==> config.mk <==
export PLATFORM = sky130hd
export DESIGN_NAME = life_cell_gen
export DESIGN_NICKNAME = d
export VERILOG_FILES = /design/src/rtl/life_cell_gen.sv
export SDC_FILE = /design/constraint.sdc
export NUM_CORES = 1
export LEC_CHECK = 0
export BUFFER_PORTS_ARGS = -buffer_cell sky130_fd_sc_hd__buf_2
export CORE_MARGIN = 5
export CORE_UTILIZATION = 49
export CTS_BUF_LIST = sky130_fd_sc_hd__clkbuf_8
export DETAILED_ROUTE_END_ITERATION = 7
export PLACE_DENSITY = 0.89
export SETUP_SLACK_MARGIN = 0.5
export SLEW_MARGIN = 10
export SYNTH_ARGS = -nofsm -noshare
export SYNTH_HDL_FRONTEND = slang
export SYNTH_SLANG_ARGS = --single-unit
export TNS_END_PERCENT = 10
==> constraint.sdc <==
create_clock -name clk -period 3.5 [get_ports clk]
set_input_delay 0.175 -clock clk [delete_from_list [all_inputs] [get_ports clk]]
set_output_delay 0.175 -clock clk [all_outputs]
set_load 0.005 [all_outputs]
==> src/rtl/life_cell_gen.sv <==
// life_cell_gen: one cell of a Life / Generations cellular automaton.
// Holds the cell state, the count of consecutive generations it has been alive,
// the previous alive flag, and one-cycle born/died pulses. The cell advances
// one generation per enabled clock edge, or is loaded from val on a write.
module life_cell_gen #(
    parameter logic [8:0] BIRTH_MASK   = 9'b000001000,
    parameter logic [8:0] SURVIVE_MASK = 9'b000001100,
    parameter int         STATES       = 2,
    parameter int         AGE_W        = 8
) (
    input  logic             clk,
    input  logic             reset,
    input  logic             n,
    input  logic             ne,
    input  logic             e,
    input  logic             se,
    input  logic             s,
    input  logic             sw,
    input  logic             w,
    input  logic             nw,
    input  logic             write,
    input  logic             val,
    input  logic             enb,
    output logic             alive,
    output logic             alive_prev,
    output logic [3:0]       state,
    output logic [AGE_W-1:0] age,
    output logic             born,
    output logic             died
);

    // Highest legal state code; with STATES == 2 this is the alive state itself.
    localparam logic [3:0]       LAST_STATE = 4'(STATES - 1);
    localparam logic [AGE_W-1:0] AGE_MAX    = {AGE_W{1'b1}};

    logic [3:0]       count_s;
    logic [3:0]       next_state_s;
    logic [3:0]       state_r;
    logic [AGE_W-1:0] age_r;
    logic             alive_r;
    logic             alive_prev_r;
    logic             born_r;
    logic             died_r;

    // Live-neighbour count, 0..8, used to index the birth and survive masks.
    always_comb begin
        count_s = {3'b000, n}  + {3'b000, ne} + {3'b000, e}  + {3'b000, se}
                + {3'b000, s}  + {3'b000, sw} + {3'b000, w}  + {3'b000, nw};
    end

    // Generation rule: birth from dead, survival or decay from alive, and a
    // fixed march through the dying states back to dead. Dying cells ignore
    // neighbours; unreachable codes at or above STATES fall back to dead.
    always_comb begin
        next_state_s = 4'd0;
        if (state_r == 4'd0) begin
            if (BIRTH_MASK[count_s]) begin
                next_state_s = 4'd1;
            end else begin
                next_state_s = 4'd0;
            end
        end else if (state_r == 4'd1) begin
            if (SURVIVE_MASK[count_s]) begin
                next_state_s = 4'd1;
            end else if (STATES == 2) begin
                next_state_s = 4'd0;
            end else begin
                next_state_s = 4'd2;
            end
        end else if (state_r < LAST_STATE) begin
            next_state_s = state_r + 4'd1;
        end else begin
            next_state_s = 4'd0;
        end
    end

    // Cell registers: reset beats write, write beats a step, otherwise hold
    // with the event pulses cleared.
    always_ff @(posedge clk) begin
        if (reset) begin
            state_r      <= 4'd0;
            alive_r      <= 1'b0;
            age_r        <= '0;
            alive_prev_r <= 1'b0;
            born_r       <= 1'b0;
            died_r       <= 1'b0;
        end else if (write) begin
            state_r      <= val ? 4'd1 : 4'd0;
            alive_r      <= val;
            age_r        <= '0;
            born_r       <= 1'b0;
            died_r       <= 1'b0;
        end else if (enb) begin
            state_r      <= next_state_s;
            alive_r      <= (next_state_s == 4'd1);
            alive_prev_r <= alive_r;
            born_r       <= (state_r == 4'd0) && (next_state_s == 4'd1);
            died_r       <= (state_r == 4'd1) && (next_state_s != 4'd1);
            if ((state_r == 4'd1) && (next_state_s == 4'd1)) begin
                age_r <= (age_r == AGE_MAX) ? AGE_MAX : age_r + {{(AGE_W-1){1'b0}}, 1'b1};
            end else begin
                age_r <= '0;
            end
        end else begin
            born_r       <= 1'b0;
            died_r       <= 1'b0;
        end
    end

    assign state      = state_r;
    assign alive      = alive_r;
    assign age        = age_r;
    assign alive_prev = alive_prev_r;
    assign born       = born_r;
    assign died       = died_r;

endmodule
# Word-level counts from Yosys, hierarchy flattened
# Memory sizes are Yosys's and may differ from the RTL's.
# Cells that the tools add are included.
[classes]
add_sub_neg = 9
order_cmp = 2
n_eq_ne = 4
muxes = 14
n_bitwise = 2
n_reduce_logical = 8
[ops]
columns = ["operator", "count"]
rows = [
  ["$mux W4", 5],
  ["$add A4 B1 Y4", 4],
  ["$mux W8", 2],
  ["$add A8 B1 Y8 const B", 1],
  ["$eq A4 B1 Y1 const B", 2],
  ["$eq A8 B8 Y1 const B", 1],
  ["$mux W1", 7],
  ["$lt A4 B5 Y1 const B", 1],
  ["$add A3 B1 Y4", 1],
  ["$add A4 B1 Y4 const B", 1],
  ["$logic_not A4 Y1", 1],
  ["$lt A4 B1 Y1 const B", 1],
  ["$ne A4 B1 Y1 const B", 1],
  ["$add A2 B1 Y3", 1],
  ["$logic_and A1 B1 Y1", 3],
  ["$reduce_or A3 Y1", 1],
  ["$add A1 B1 Y2", 1],
  ["$not A1 Y1", 2],
  ["$reduce_and A2 Y1", 1],
  ["$reduce_bool A2 Y1", 1],
  ["$reduce_or A2 Y1", 1],
]
[totals]
register_bits = 16
romBits = 32
output_inout_bits = 16
word_cells = 47
memories = 2
[memory_table]
columns = ["memory", "depth", "width", "rd", "rd_ports_with_merged_regs", "write_ports", "line", "rtl"]
rows = [
  ["(no name shown)", 16, 1, 1, 0, 0, "63", "if (SURVIVE_MASK[count_s]) begin"],
  ["(no name shown)", 16, 1, 1, 0, 0, "57", "if (BIRTH_MASK[count_s]) begin"],
]

# Longest topological paths before layout
[depth]
depth_word = 15
mapped_depth = 12
ltp_nobuf = 11

# Worst setup path after synthesis
# Ideal clock, no wire load.
[synth_timing]
path_kind = "in2reg"
from = "input n"
to = "register age_r[7] (netlist: age[7])"
arrival_ps = 3383
required_ps = 3430
path_slack_ps = 47
path_stages = 11
cell_sequence = "fa_1 -> inv_1 -> fa_1 -> fa_1 -> inv_1 -> ha_1 -> fa_1 -> or3b_2 -> nor4_4 -> o311ai_1 -> a21oi_1"
[synth_between]
elab_chain_cells = 15
word_cells_on_any_way = 18
cone_classes = "add/sub (7); eq/ne (1); mux (7); reduce/logical (1); memory (2)"
[synth_lines]
columns = ["element", "line", "rtl"]
rows = [
  ["from (decl)", "13", "input logic n,"],
  ["$add A1 B1 Y2 (*)", "47", "count_s = {3'b000, n} + {3'b000, ne} + {3'b000, e} + {3'b000, se}"],
  ["$add A2 B1 Y3 (*)", "47", ""],
  ["$add A3 B1 Y4 (*)", "47", ""],
  ["$add A4 B1 Y4 (*) (4 in a row)", "48", "+ {3'b000, s} + {3'b000, sw} + {3'b000, w} + {3'b000, nw};"],
  ["$mem_v2 Z16 W1", "--", ""],
  ["$mux W1 (implied by the code)", "63", ""],
  ["$mux W1", "63", ""],
  ["$mux W4", "62", "end else if (state_r == 4'd1) begin"],
  ["$mux W4 (*)", "56", "if (state_r == 4'd0) begin"],
  ["$eq A4 B1 Y1 (*)", "99", "if ((state_r == 4'd1) && (next_state_s == 4'd1)) begin"],
  ["$logic_and A1 B1 Y1 (*)", "99", ""],
  ["$mux W8 (*)", "99", ""],
  ["to (signal assigned)", "100", "age_r <= (age_r == AGE_MAX) ? AGE_MAX : age_r + {{(AGE_W-1){1'b0}}, 1'b1};"],
  ["to (decl)", "39", "logic [AGE_W-1:0] age_r;"],
]
# Mark *: on every way between the ends. The rest lies on a longest branch, timed or not. The select of a mux whose other input is x is not followed.
# A chain may end at the register's enable or synchronous reset.

# Final worst setup path
[layout_timing]
from = "input n"
to = "register died_r (netlist: died)"
[layout_between]
elab_chain_cells = 14
word_cells_on_any_way = 17
cone_classes = "add/sub (7); eq/ne (1); mux (6); reduce/logical (1); memory (2)"
[layout_lines]
columns = ["element", "line", "rtl"]
rows = [
  ["$add A1 B1 Y2 (*)", "47", ""],
  ["$add A2 B1 Y3 (*)", "47", ""],
  ["$add A3 B1 Y4 (*)", "47", ""],
  ["$add A4 B1 Y4 (*) (4 in a row)", "48", ""],
  ["$mem_v2 Z16 W1", "--", ""],
  ["$mux W1 (implied by the code)", "63", ""],
  ["$mux W1", "63", ""],
  ["$mux W4", "62", ""],
  ["$mux W4 (*)", "56", ""],
  ["$ne A4 B1 Y1 (*)", "98", "died_r <= (state_r == 4'd1) && (next_state_s != 4'd1);"],
  ["$logic_and A1 B1 Y1 (*)", "98", ""],
  ["to (signal assigned)", "98", ""],
  ["to (decl)", "43", "logic died_r;"],
]
# Marked as above.

==> metrics.txt <==
Final Instance Area=~1400 um^2; Die Ht=approximately 57 um; max-slew violations=0; crit-path max FO=3; Top Ports=29; 1st-iter DRT viols=56; Max Root-Sink Buffers=2; final setup violation count=0; Reg clk slew, reported paths=around 0.06 ns; leakage=0.5864 nW; GRT Overall Usage=between 10% and 20%; syn nets=157; H-Tree Depth=1; post-layout min period=3.390 ns; total of max-cap violations=0; crit-path cells=buf_6, fa_1, inv_2, fa_1, fa_1, inv_1, ha_2, fa_1, or3b_4, nor2_2, buf_4, a22oi_2, and2_1; initial core utilization=50.00%; die footprint=~3300 um^2; status=completed; Seq/Total Area, Yosys=~30%; kind of start point of the critical path=primary input; Routed WL=between 2000 and 3000 um; Max VDD drop=between 0.2 and 0.25 mV; share of cells above drive strength 1=31.29%; DR WL/cell=roughly 15 um; core area=between 2000 and 2500 um^2; Setup crit end kind=flop; Tcrit/Tclk final=between 90% and 100%; detailed-route via count=about 1100; Synth cell types=35; CTS Buf Count=3; row cnt=17; Setup Skew=approximately 0.0021 ns; Mapped Cells=~130; Hold Crit Class=in -> reg; final HPWL from detailed placement=a little under 2000 um; GP Congestion=between 0.7 and 0.8; slowest cell on the critical path=fa_1; first-pass GRT wire length=4623 um; Yosys top cell area share=29.53%; final antenna-violating net count=0; number of synthesized flops with an enable pin=0; Synth Warn #=0; max incr delay on CP=approximately 0.56 ns; total power=approximately 0.54 mW; clk sink count=16; top post-synthesis cells by area=dfxtp_1 30%, ha_1 9.2%, fa_1 7.4%; antenna violations before repair=0; Post-synth top flop=dfxtp_1; WHS=around 0.17 ns; pwr dens=399.8 nW/um^2; RSZ-0062 raised after global routing=yes; drt drc=0; area leader, netlist=dfxtp_1; port bufs=28; pre-CTS WS=-0.1561 ns; WP data required=3.65 ns; Cell Area, Synth=approximately 1100 um^2; clk_lat worst skew=approximately 0.25 ns; fmax=295.0 MHz; chip width=57.05 um; Root Buffer=clkbuf_8; Final nets=approximately 190; Avg Vias per Cell=around 5.7; Worst Tran Pin Value=approximately 0.46 ns; FFs w/ async S/R, synth=0%; drt first pass iters=4; Area growth syn-to-layout=25.14%; vias in the first global route=about 1100; most frequent cells after synthesis=17 x inv_1, 16 x dfxtp_1, 16 x nor2_1, 9 x nand2_1, 8 x ha_1; count leader, synth=inv_1; TritonCTS clock tree=built; n_diodes=0; arrival time of the worst setup path=about 3.5 ns; Crit path top cell by count=fa_1; Crit Path Class=in -> reg; post-place instance area=around 1300 um^2; post-route setup slack=between 0.1 and 0.15 ns; Max-slew headroom=68.94%; largest net degree at the start of global routing=12; gr ovfl total=0; FF+latch count, synth=16; Avg Inst Size Synth=roughly 8.2 um^2; Final Hold Viols=0; # fillers=188
[layout make-up]
| type | count | area [um^2] | share of cell area [%] |
|---|---|---|---|
| flip-flops and latches | 16 | 320.3 | 23.59 |
| well taps | 28 | 35.03 | 2.581 |
| multi-input cells | 96 | 721.9 | 53.18 |
| repair buffers | 30 | 161.4 | 11.89 |
| clock buffers | 4 | 55.05 | 4.055 |
| inverters | 17 | 63.81 | 4.700 |
[per-stage QoR]
| step | cells | utilization (%) | TNS, ns |
|---|---|---|---|
| floorplan | 132 | - | 0 |
| detailed placement | 187 | 58.71 | -1.340 |
| finish | 191 | 62.57 | 0 |
| CTS | 191 | 62.28 | 0 |
| global route | 191 | 62.57 | -0.004218 |
| global placement | 187 | 58.71 | -0.5419 |
[repair_timing]
action                     4_1_cts  5_1_grt
hold endpoints to repair         0        0
setup buffers                    0        0
resized for setup                5        4
hold buffers                     0        0
setup endpoints to repair       12       12
pin swaps                        2        7
[layout by cell type, fill, tap and decap left out, types with 2 or more instances in the layout]
cell type	netlist	final
or3_1	2	2
a21oi_1	7	7
fa_1	4	4
dfxtp_1	16	16
a31oi_1	7	7
o22ai_1	5	5
nand2_1	9	9
nor3_1	4	3
or2_2	2	2
nand3_1	3	2
mux2i_1	2	2
o21ai_1	0	2
nor2_1	16	15
buf_2	0	27
ha_1	8	7
nand4_1	2	2
nor2b_1	4	4
clkbuf_8	0	4
and2_1	2	2
inv_1	17	16
buf_4	0	2
[cell families (layout without fill, tap and decap cells)]
kind of cell / Yosys count / count (layout) / share of synthesized area [%]
buffers and inverters: 20 / 51 / 6.920
adders and majority gates: 12 / 12 / 16.61
AOI/OAI and AO/OA: 26 / 26 / 15.11
and+or+nand+nor: 56 / 56 / 29.99
DFF: 16 / 16 / 29.53
muxes: 2 / 2 / 1.846
[worst paths after layout]
path / from / to / slack (ns) / cells past startpoint
min reg2reg: alive_prev$_SDFFE_PP0P_ / alive_prev$_SDFFE_PP0P_ / 0.50 / 2
min: reset / alive_prev$_SDFFE_PP0P_ / 0.17 / 2
max: n / died$_SDFF_PP0_ / 0.11 / 13
max reg2reg: state[1]$_SDFFE_PP0P_ / alive$_SDFFE_PP0P_ / 1.49 / 6
[critical path: cells and delay by family]
| kind | cells | cell delay (ns) |
|---|---|---|
| adders and majority gates | 5 | 2.18 |
| AOI/OAI and AO/OA | 1 | 0.08 |
| buffers and inverters | 4 | 0.33 |
| and+or+nand+nor | 3 | 0.77 |
[state kept, by name (all words and copies together), names as in the netlist]
register	cells
alive_prev	1
born	1
state	4
age	8
alive	1
died	1
[metal layers]
layer / GRT usage [%] / part of all wire (%) / vias up
met3: 3.846 / 5.3 / 8
li1: - / - / 523
met1: 19.34 / 41 / 527
met2: 31.48 / 52 / 39
met5: 0 / 0 / -
met4: 7.947 / 1.6 / 0
[report_power, final]
| group | switching [mW] | internal [mW] |
|---|---|---|
| Clock | 0.0654 | 0.0999 |
| Sequential | 0.00363 | 0.186 |
| Combinational | 0.104 | 0.0840 |
| Total | 0.173 | 0.370 |
(Power assumes the default switching activity.)
